### config.mk
export PLATFORM = sky130hd
export DESIGN_NAME = thunderbird_lamp_monitor
export DESIGN_NICKNAME = d
export VERILOG_FILES = /design/src/rtl/thunderbird_lamp_monitor.sv
export SDC_FILE = /design/constraint.sdc
export NUM_CORES = 1
export LEC_CHECK = 0
export ABC_AREA = 1
export BUFFER_PORTS_ARGS = -buffer_cell sky130_fd_sc_hd__buf_2
export CORE_MARGIN = 8
export CORE_UTILIZATION = 45
export CTS_CLUSTER_DIAMETER = 150
export CTS_CLUSTER_SIZE = 28
export DETAILED_ROUTE_END_ITERATION = 10
export HOLD_SLACK_MARGIN = 0.08
export PLACE_DENSITY = 0.68
export SYNTH_ARGS = -nofsm -noshare
export SYNTH_HDL_FRONTEND = slang
export SYNTH_SLANG_ARGS = --single-unit
export TNS_END_PERCENT = 1
### constraint.sdc
create_clock -name Clk -period 3.8 [get_ports Clk]
set_clock_uncertainty 0.05 [all_clocks]
set_input_delay 0.19 -clock Clk [delete_from_list [all_inputs] [get_ports Clk]]
set_output_delay 0.19 -clock Clk [all_outputs]
set_load 0.05 [all_outputs]
### src/rtl/thunderbird_lamp_monitor.sv
// thunderbird_lamp_monitor: samples the six tail lamps on each tick, tracks the sequence,
// flags the first illegal step and counts completed left/right runs.
module thunderbird_lamp_monitor #(
    parameter int CNT_W      = 8,
    parameter bit CHECK_HOLD = 1'b1
) (
    input  logic             Clk,
    input  logic             Rs,
    input  logic             Tick,
    input  logic             LA,
    input  logic             LB,
    input  logic             LC,
    input  logic             RA,
    input  logic             RB,
    input  logic             RC,
    input  logic             FaultClr,
    output logic [1:0]       Dir,
    output logic [1:0]       Phase,
    output logic             Fault,
    output logic [1:0]       FaultCode,
    output logic [CNT_W-1:0] LeftCnt,
    output logic [CNT_W-1:0] RightCnt
);
    // bit 2 selects the right side, bits 1:0 are the lit-lamp count; 100 is hazard
    localparam logic [2:0] S_IDLE = 3'b000;
    localparam logic [2:0] S_L1   = 3'b001;
    localparam logic [2:0] S_L2   = 3'b010;
    localparam logic [2:0] S_L3   = 3'b011;
    localparam logic [2:0] S_HZ   = 3'b100;
    localparam logic [2:0] S_R1   = 3'b101;
    localparam logic [2:0] S_R2   = 3'b110;
    localparam logic [2:0] S_R3   = 3'b111;

    logic [5:0]       pat;
    logic [2:0]       obs;
    logic             legal, hold, step_ok, new_fault, left_inc, right_inc;
    logic [1:0]       new_code;
    logic [2:0]       state_d, state_q;
    logic [1:0]       dir_d, dir_q, phase_d, phase_q, code_d, code_q;
    logic             fault_d, fault_q;
    logic [CNT_W-1:0] left_d, left_q, right_d, right_q;

    assign pat = {LC, LB, LA, RA, RB, RC};

    always_comb begin
        obs = pat == 6'b001000 ? S_L1 :
              pat == 6'b011000 ? S_L2 :
              pat == 6'b111000 ? S_L3 :
              pat == 6'b000100 ? S_R1 :
              pat == 6'b000110 ? S_R2 :
              pat == 6'b000111 ? S_R3 :
              pat == 6'b111111 ? S_HZ : S_IDLE;
        legal     = pat == 6'b000000 || obs != S_IDLE;
        hold      = obs != S_IDLE && obs == state_q;
        step_ok   = obs == S_IDLE ||
                    (state_q == S_IDLE && (obs == S_L1 || obs == S_R1 || obs == S_HZ)) ||
                    (state_q[1:0] != 2'd0 && state_q[1:0] != 2'd3 &&
                     obs == {state_q[2], state_q[1:0] + 2'd1});
        new_fault = Tick && (!legal || (hold ? CHECK_HOLD : !step_ok));
        new_code  = !legal ? 2'b01 : hold ? 2'b11 : 2'b10;
        state_d   = !Tick ? state_q : !legal ? S_IDLE : hold ? state_q : obs;
        left_inc  = Tick && legal && state_q == S_L3 && obs == S_IDLE;
        right_inc = Tick && legal && state_q == S_R3 && obs == S_IDLE;
        left_d    = left_inc && !(&left_q) ? left_q + CNT_W'(1) : left_q;
        right_d   = right_inc && !(&right_q) ? right_q + CNT_W'(1) : right_q;
        dir_d     = state_d == S_HZ ? 2'b11 : state_d[2] ? 2'b10 : state_d != S_IDLE ? 2'b01 : 2'b00;
        phase_d   = state_d == S_HZ ? 2'd3 : state_d[1:0];
        // a fault arriving together with a clear survives the clear
        fault_d   = new_fault || (fault_q && !FaultClr);
        code_d    = new_fault && (!fault_q || FaultClr) ? new_code : FaultClr ? 2'b00 : code_q;
    end

    always_ff @(posedge Clk or negedge Rs) begin
        if (!Rs) begin
            state_q <= S_IDLE;
            dir_q   <= 2'b00;
            phase_q <= 2'd0;
            fault_q <= 1'b0;
            code_q  <= 2'b00;
            left_q  <= '0;
            right_q <= '0;
        end else begin
            state_q <= state_d;
            dir_q   <= dir_d;
            phase_q <= phase_d;
            fault_q <= fault_d;
            code_q  <= code_d;
            left_q  <= left_d;
            right_q <= right_d;
        end
    end

    assign Dir       = dir_q;
    assign Phase     = phase_q;
    assign Fault     = fault_q;
    assign FaultCode = code_q;
    assign LeftCnt   = left_q;
    assign RightCnt  = right_q;
endmodule

; After elaboration in Yosys (flattened, before gate mapping)
; Cells that the tools add are included.
[totals]
latch_bits = 0
register_bits = 26
out_inout_bits = 23
mem_count = 0
ramBits = 0
wordCells = 82
input_bits = 10
mem_bits_ro = 0
[classes]
div_mod_pow = 0
n_addsub = 3
n_reduce_logical = 37
shifts = 0
bitwise_logic = 0
n_eq_ne = 16
order_cmp = 0
mux = 19
mul = 0
[op_table]
columns = op, count
row1 = $mux W3, 10
row2 = $eq A6 B3 Y1 const B, 3
row3 = $add A8 B1 Y8 const B, 2
row4 = $reduce_and A8 Y1, 2
row5 = $logic_and A1 B1 Y1, 14
row6 = $eq A3 B3 Y1 const B, 4
row7 = $eq A6 B6 Y1 const B, 2
row8 = $mux W2, 6
row9 = $logic_or A1 B1 Y1, 8
row10 = $eq A3 B3 Y1, 2
row11 = $eq A6 B4 Y1 const B, 1
row12 = $eq A6 B5 Y1 const B, 1
row13 = $logic_not A1 Y1, 6
row14 = $logic_not A3 Y1, 2
row15 = $logic_not A6 Y1, 1
row16 = $reduce_bool A3 Y1, 2
row17 = $reduce_bool A2 Y1, 2
row18 = $eq A3 B1 Y1 const B, 1
row19 = $eq A3 B2 Y1 const B, 1
row20 = $mux W1, 3
row21 = $add A2 B1 Y2 const B, 1
row22 = $ne A2 B2 Y1 const B, 1

; Depth between registers and ports, before layout
; Gate-level depths: netlist of the first run.
[depth]
depth_word = 20
ltp_mapped = 14
mapped_depth_nobuf = 14

; Worst setup path after synthesis of the first run
; No wires, ideal clock.
[synth_timing]
path_kind = flip-flop to flip-flop
start = register left_q[0], in the netlist LeftCnt[0]
end = register left_q[3], in the netlist LeftCnt[3]
arrival_ns = 1.720
setup_time_ns = 0.145
period_less_slack_ns = 1.915
stages_incl_launch_ff = 10
path_slack_ns = 1.885
cell_sequence = dfrtp_1 ha_1 nand2_1 nor2_1 inv_1 o31ai_1 nor2_2 nand2_4 nor2_2 xor2_1
[synth_between]
elab_chain_cells = 3
elab_cells_between_ends = 4
cone_classes = add/sub: 1 / reduce/logical: 3
[synth_lines]
columns = element, line_no
row1 = start: declaration, 41  ; logic [CNT_W-1:0] left_d, left_q, right_d, right_q;
row2 = start signal: assignment, 88  ; left_q <= left_d;
row3 = "parallel branches: the longest is 3 deep, another holds $add A8 B1 Y8", --
; Several ways; the timed one is not identified.
; A chain may end at the register's enable or synchronous reset.

; Worst setup path in the final report of the first run
[layout_timing]
start = register right_q[0], in the netlist RightCnt[0]
end = register right_q[6], in the netlist RightCnt[6]
[layout_between]
elab_chain_cells = 3
elab_cells_between_ends = 4
cone_classes = add/sub: 1 / reduce/logical: 3
[layout_lines]
columns = element, line_no
row1 = start: declaration, 41
row2 = start signal: assignment, 89  ; right_q <= right_d;
row3 = "parallel branches: the longest is 3 deep, another holds $add A8 B1 Y8", --
; Several ways; the timed one is not identified.

==> flow_summary.json, run 1 <==
{
  "crit_arrival_ns": 1.89,
  "maxCapViolations": 0,
  "area_growth_pct": 17.8,
  "core_um2": 3280,
  "combPwrFrac": 0.179,
  "pwr-share-clk": 0.268,
  "path_cells": "ha_1, nand3_1, nor4_1, nor3_2, nand2_4, clkinv_4, nand3_1, nand2_1",
  "row_count": 21,
  "seqCellArea_um2": 651,
  "hold_path.class": "input port to register",
  "dieArea_um2": 5500,
  "cts_buffers": 3,
  "syn_nets": 217,
  "synth_compound_area_frac": 0.0362,
  "start_util": 0.463,
  "cts_resized": 0,
  "path_max_fanout": 9,
  "grt_max_degree": 27,
  "cts_tree": "done",
  "htreeDepth": 1,
  "grt_usage": 0.120,
  "synth_area_um2": 1520,
  "rsz0062_at_grt": "no",
  "holdBufCountCts": 2,
  "timing.final.crit_share": 0.449,
  "final.setup.tns_ns": 0,
  "crit_top_cell": "nand3_1",
  "whs_ns": 0.136,
  "fmax_ghz": 0.586,
  "seqPwrFrac": 0.553,
  "synth_edf_count": 0,
  "synth_top_family_by_area": "simple AND/OR/NAND/NOR gates",
  "final_common_cell": "nand2_1",
  "fin_crit_ns": 1.71,
  "final-hold-violation-count": 0,
  "synthAdderAreaFrac": 0.0411,
  "syn_avg_cell_area_um2": 7.53,
  "p_int_mw": 0.370,
  "worstSetupPathType": "register to register",
  "synthSimpleGateAreaFrac": 0.355,
  "synth_top_area_frac": 0.428,
  "drc_errors": 0,
  "setup_viol": 0,
  "max_slew_margin": 0.616,
  "syn-instance-count": 202,
  "ys_ff_latch": 26,
  "ir_worst_vdd_uv": 167,
  "clock-sinks": 26,
  "netSwitchingPower_mw": 0.157,
  "clk_pin_slew_worst_paths_ns": 0.14,
  "drt_iter0_markers": 53,
  "die_w_um": 74.1,
  "slowest_stage": "dfrtp_1",
  "drive_above_1_share": 0.222,
  "ys_warn_count": 0,
  "maxSlewViolCount": 0,
  "synthArstFlopShare": 1.00,
  "synth_cell_types": 26,
  "vias": 1324,
  "ctsLongestPathBuffers": 2,
  "die_y_um": 74.1,
  "synth_ff_type": "dfrtp_1",
  "dpl.hpwl_um": 2370,
  "max_stage_delay_ns": 0.44,
  "ant_nets": 0,
  "clock-root-buffer": "clkbuf_4",
  "grt_antenna_before_repair": 0,
  "io_buffers": 32,
  "yosysSeqAreaShare": 0.428,
  "synthTopCellsByArea": "dfrtp_1 43%, nand2_1 16%, inv_1 6.9%",
  "sw_frac_of_total": 0.298,
  "crit_required_ns": 3.98,
  "clock_latency_ns": 0.32,
  "fin_nets": 255,
  "cts_setup_buffers": 0,
  "cp-end-kind": "register",
  "multi_input_area_um2": 746,
  "first_global_vias": 1291,
  "yosys.area.top_type": "dfrtp_1",
  "wire_per_inst_um": 10.6,
  "gp_congestion": 0.837,
  "worstMarginPinSlew_ns": 0.577,
  "grt-ovfl-total": 0,
  "fillers": 309,
  "synth_mux_area_frac": 0,
  "crit_path_start_kind": "register",
  "yosys.area_share.xor_xnor": 0.0576,
  "finalWirelength_um": 3010,
  "mostFrequentLayoutCells": "65 x nand2_1, 32 x buf_2, 28 x inv_1, 26 x dfrtp_1, 19 x nor2_1",
  "ioPinCount": 33,
  "antennaDiodeCount": 0,
  "p_leak_nw": 1.04,
  "grt_pass1_wl_um": 5250,
  "status": "completed",
  "via_per_inst": 4.65,
  "power_density_nw_per_um2": 294,
  "drt-pass1-iter-count": 4
}
-- kinds of logic (layout without fill, tap and decap cells) --
family | Yosys count | in the layout
AND/OR/NAND/NOR | 119 | 119
flip-flops | 26 | 26
adder cells (fa/ha/maj) | 5 | 5
buffers and inverters | 32 | 69
XOR/XNOR | 10 | 10
AO/OA/AOI/OAI | 10 | 10
-- flip-flops by register name, indices dropped and copies added (netlist names) --
| signal | count |
|---|---|
| Fault | 1 |
| state_q | 3 |
| Dir | 2 |
| RightCnt | 8 |
| Phase | 2 |
| FaultCode | 2 |
| LeftCnt | 8 |
-- synthesized netlist by cell type, types with 2 or more instances --
library cell,instances
xor2_1,5
nor2_2,4
nand4_1,4
o21ai_1,4
inv_1,28
nand3_1,14
ha_1,5
o21ai_0,3
dfrtp_1,26
xnor2_1,5
nand2_4,2
nand2_1,65
inv_2,2
nor2_1,19
nand2_2,5
-- worst paths after layout --
check | startpoint | endpoint | slack (ns) | cells past startpoint
worst max-delay path | RightCnt[0] | RightCnt[6] | 2.09 | 8
worst min-delay path | Tick | Fault | 0.14 | 3
worst max register to register | RightCnt[0] | RightCnt[6] | 2.09 | 8
worst min register to register | LeftCnt[5] | LeftCnt[5] | 0.46 | 2
max in group asynchronous | Rs | Dir[0] | 2.99 | 2
min in group asynchronous | Rs | RightCnt[7] | 0.33 | 2
-- worst max-delay path, delay by kind of cell (launching register included) --
kind / cells / cell delay, ns
DFF: 1 / 0.44
adders and majority gates: 1 / 0.20
buffers and inverters: 1 / 0.09
and+or+nand+nor: 6 / 0.81
-- routing by layer --
| layer | track usage | share of wire | vias up |
|---|---|---|---|
| met2 | 0.198 | 0.44 | 31 |
| met3 | 0.0296 | 0.063 | 4 |
| li1 | - | - | 696 |
| met4 | 0.0421 | 0.014 | 0 |
| met5 | 0 | 0 | - |
| met1 | 0.147 | 0.48 | 593 |
-- power by group through the flow --
stage                     Combinational [mW]  Clock [mW]  Sequential [mW]
after global routing                   0.105       0.156            0.293
after floorplan                       0.0343           0            0.328
final                                 0.0944       0.141            0.292
after global placement                0.0933           0            0.297
after CTS                             0.0956       0.146            0.292
after detailed placement              0.0940           0            0.297
-- stage by stage --
step,area [um2],std cells,worst slack [ns],utilization,total power [mW]
4_1_cts,1790,285,2.10,0.546,0.533
6_report,1790,285,2.09,0.546,0.527
3_3_place_gp,1740,279,2.05,0.528,0.390
5_1_grt,1790,285,1.92,0.546,0.554
2_1_floorplan,1520,202,1.88,-,0.362
3_5_place_dp,1740,279,2.03,0.528,0.391
-- cell type report --
cell class	count	share of cell area
Clock buffer	4	0.0203
Multi-Input combinational cell	144	0.416
Sequential cell	26	0.363
Tap cell	46	0.0321
Inverter	31	0.0677
Timing Repair Buffer	34	0.101
Note: power is estimated with default switching activity, not from simulation.
==> run 2, diff against run 1 <==
Clock period 3.8 ns to 1.6 ns, I/O delays scaled along.
==> flow_summary.json, run 2 (synthesis gave the netlist of run 1 again) <==
{
  "clock-root-buffer": "clkbuf_4",
  "slowest_stage": "dfrtp_2",
  "maxCapViolations": 0,
  "rsz0062_at_grt": "yes",
  "p_leak_nw": 1.09,
  "ctsLongestPathBuffers": 2,
  "cp-end-kind": "register",
  "crit_path_start_kind": "register",
  "grt_pass1_wl_um": 5400,
  "dieArea_um2": 5500,
  "drc_errors": 0,
  "hold_path.class": "input port to register",
  "max_slew_margin": 0.612,
  "fmax_ghz": 0.647,
  "cts_buffers": 3,
  "start_util": 0.463,
  "holdPathStages": 5,
  "crit_family": "simple AND/OR/NAND/NOR gates",
  "area_growth_pct": 28.4,
  "path_cells": "ha_4, nand2_2, nor2_1, inv_1, o31ai_2, nor2_2, nand2_4, nor2_2, xor2_1",
  "cts_tree": "done",
  "final-hold-violation-count": 0,
  "worstRegToRegCells": 9,
  "placed_cells": 286,
  "drive_above_1_share": 0.329,
  "worstMarginPinSlew_ns": 0.582,
  "p_total_mw": 1.27,
  "ioPinCount": 33,
  "status": "completed",
  "die_y_um": 74.1,
  "clock-sinks": 26,
  "maxSlewViolCount": 0,
  "ant_nets": 0,
  "power_density_nw_per_um2": 648,
  "grt_usage": 0.124,
  "clk_pin_slew_worst_paths_ns": 0.14,
  "max_stage_delay_ns": 0.46,
  "worstHoldStart": "RB",
  "setup_viol": 0,
  "ir_worst_vdd_uv": 490,
  "worstSetupPathType": "register to register",
  "grt-ovfl-total": 0,
  "die_w_um": 74.1,
  "hold_end": "Phase[1]",
  "dpl.hpwl_um": 2440,
  "core_um2": 3280,
  "first_global_vias": 1278,
  "instances_no_fill": 298,
  "timing.rr.start": "LeftCnt[1]",
  "io_buffers": 32,
  "path_buf_inv": 1,
  "drt-pass1-iter-count": 4,
  "fin_nets": 268,
  "finalWirelength_um": 3160,
  "crit_top_cell": "nor2_2",
  "mostFrequentLayoutCells": "62 x nand2_1, 32 x buf_2, 28 x inv_1, 19 x nor2_1, 18 x dfrtp_1",
  "row_count": 21,
  "wire_per_inst_um": 10.6,
  "final_common_cell": "nand2_1",
  "fillers": 299,
  "grt_antenna_before_repair": 0,
  "htreeDepth": 1,
  "via_per_inst": 4.56,
  "crit_required_ns": 1.80,
  "final.setup.tns_ns": 0,
  "drt_iter0_markers": 64,
  "grt_max_degree": 27,
  "gp_congestion": 0.844,
  "reg2reg_to": "LeftCnt[3]",
  "regToRegSetupSlack_ns": 0.05,
  "clock_latency_ns": 0.32,
  "timing.final.crit_share": 0.966,
  "antennaDiodeCount": 0,
  "crit_arrival_ns": 1.74,
  "fin_crit_ns": 1.55,
  "vias": 1358,
  "path_max_fanout": 6
}
run 2: per-stage QoR:
step	hold WS (ns)	worst slack, ns	utilization	cell area, um2
floorplan	-0.266	-0.0559	-	1560
global placement	0.0632	-0.0668	0.555	1820
detailed placement	0.0767	-0.0723	0.555	1820
CTS	0.196	0.0174	0.576	1890
global route	0.229	-0.0520	0.595	1950
finish	0.198	0.0541	0.595	1950
run 2: worst max-delay path by stage:
stage,startpoint,endpoint,slack [ns],depth (start not counted)
floorplan,LeftCnt[0],LeftCnt[2],-0.06,9
global placement,RA,Dir[1],-0.07,12
detailed placement,RA,Dir[1],-0.07,12
CTS,LeftCnt[1],LeftCnt[4],0.02,11
global route,LeftCnt[1],LeftCnt[3],-0.05,9
finish,LeftCnt[1],LeftCnt[3],0.05,9
run 2: per-layer routing:
metal | routed length, um | GRT usage
met1 | 1480 | 0.158
met2 | 1410 | 0.197
met3 | 226 | 0.0404
met4 | 44 | 0.0288
met5 | 0 | 0
run 2: report_power, final:
part / leakage, nW / total, mW / internal (mW) / switching (mW)
Combinational: 0.736 / 0.242 / 0.0718 / 0.171
Sequential: 0.332 / 0.691 / 0.681 / 0.0107
Clock: 0.0210 / 0.333 / 0.139 / 0.194
Total: 1.09 / 1.27 / 0.891 / 0.375
run 2: what timing repair did:
action / 4_1_cts / 5_1_grt
hold buffers: 3 / 0
setup endpoints to repair: 0 / 15
resized for setup: 0 / 7
hold endpoints to repair: 29 / 0
buffers inserted: 0 / 5
run 2: layout make-up:
cell class / count / area, um2 / share of cell area
multi-input combinational: 144 / 795 / 0.407
sequential: 26 / 661 / 0.338
timing repair buffer: 47 / 280 / 0.143
inverter: 31 / 124 / 0.0634
tap: 46 / 57.6 / 0.0295
clock buffer: 4 / 36.3 / 0.0186
run 2: tightest hold or removal path, delay by kind of cell:
kind / cells / cell delay, ns
AOI/OAI and AO/OA: 1 / 0.11
buffers and inverters: 1 / 0.11
and+or+nand+nor: 3 / 0.26
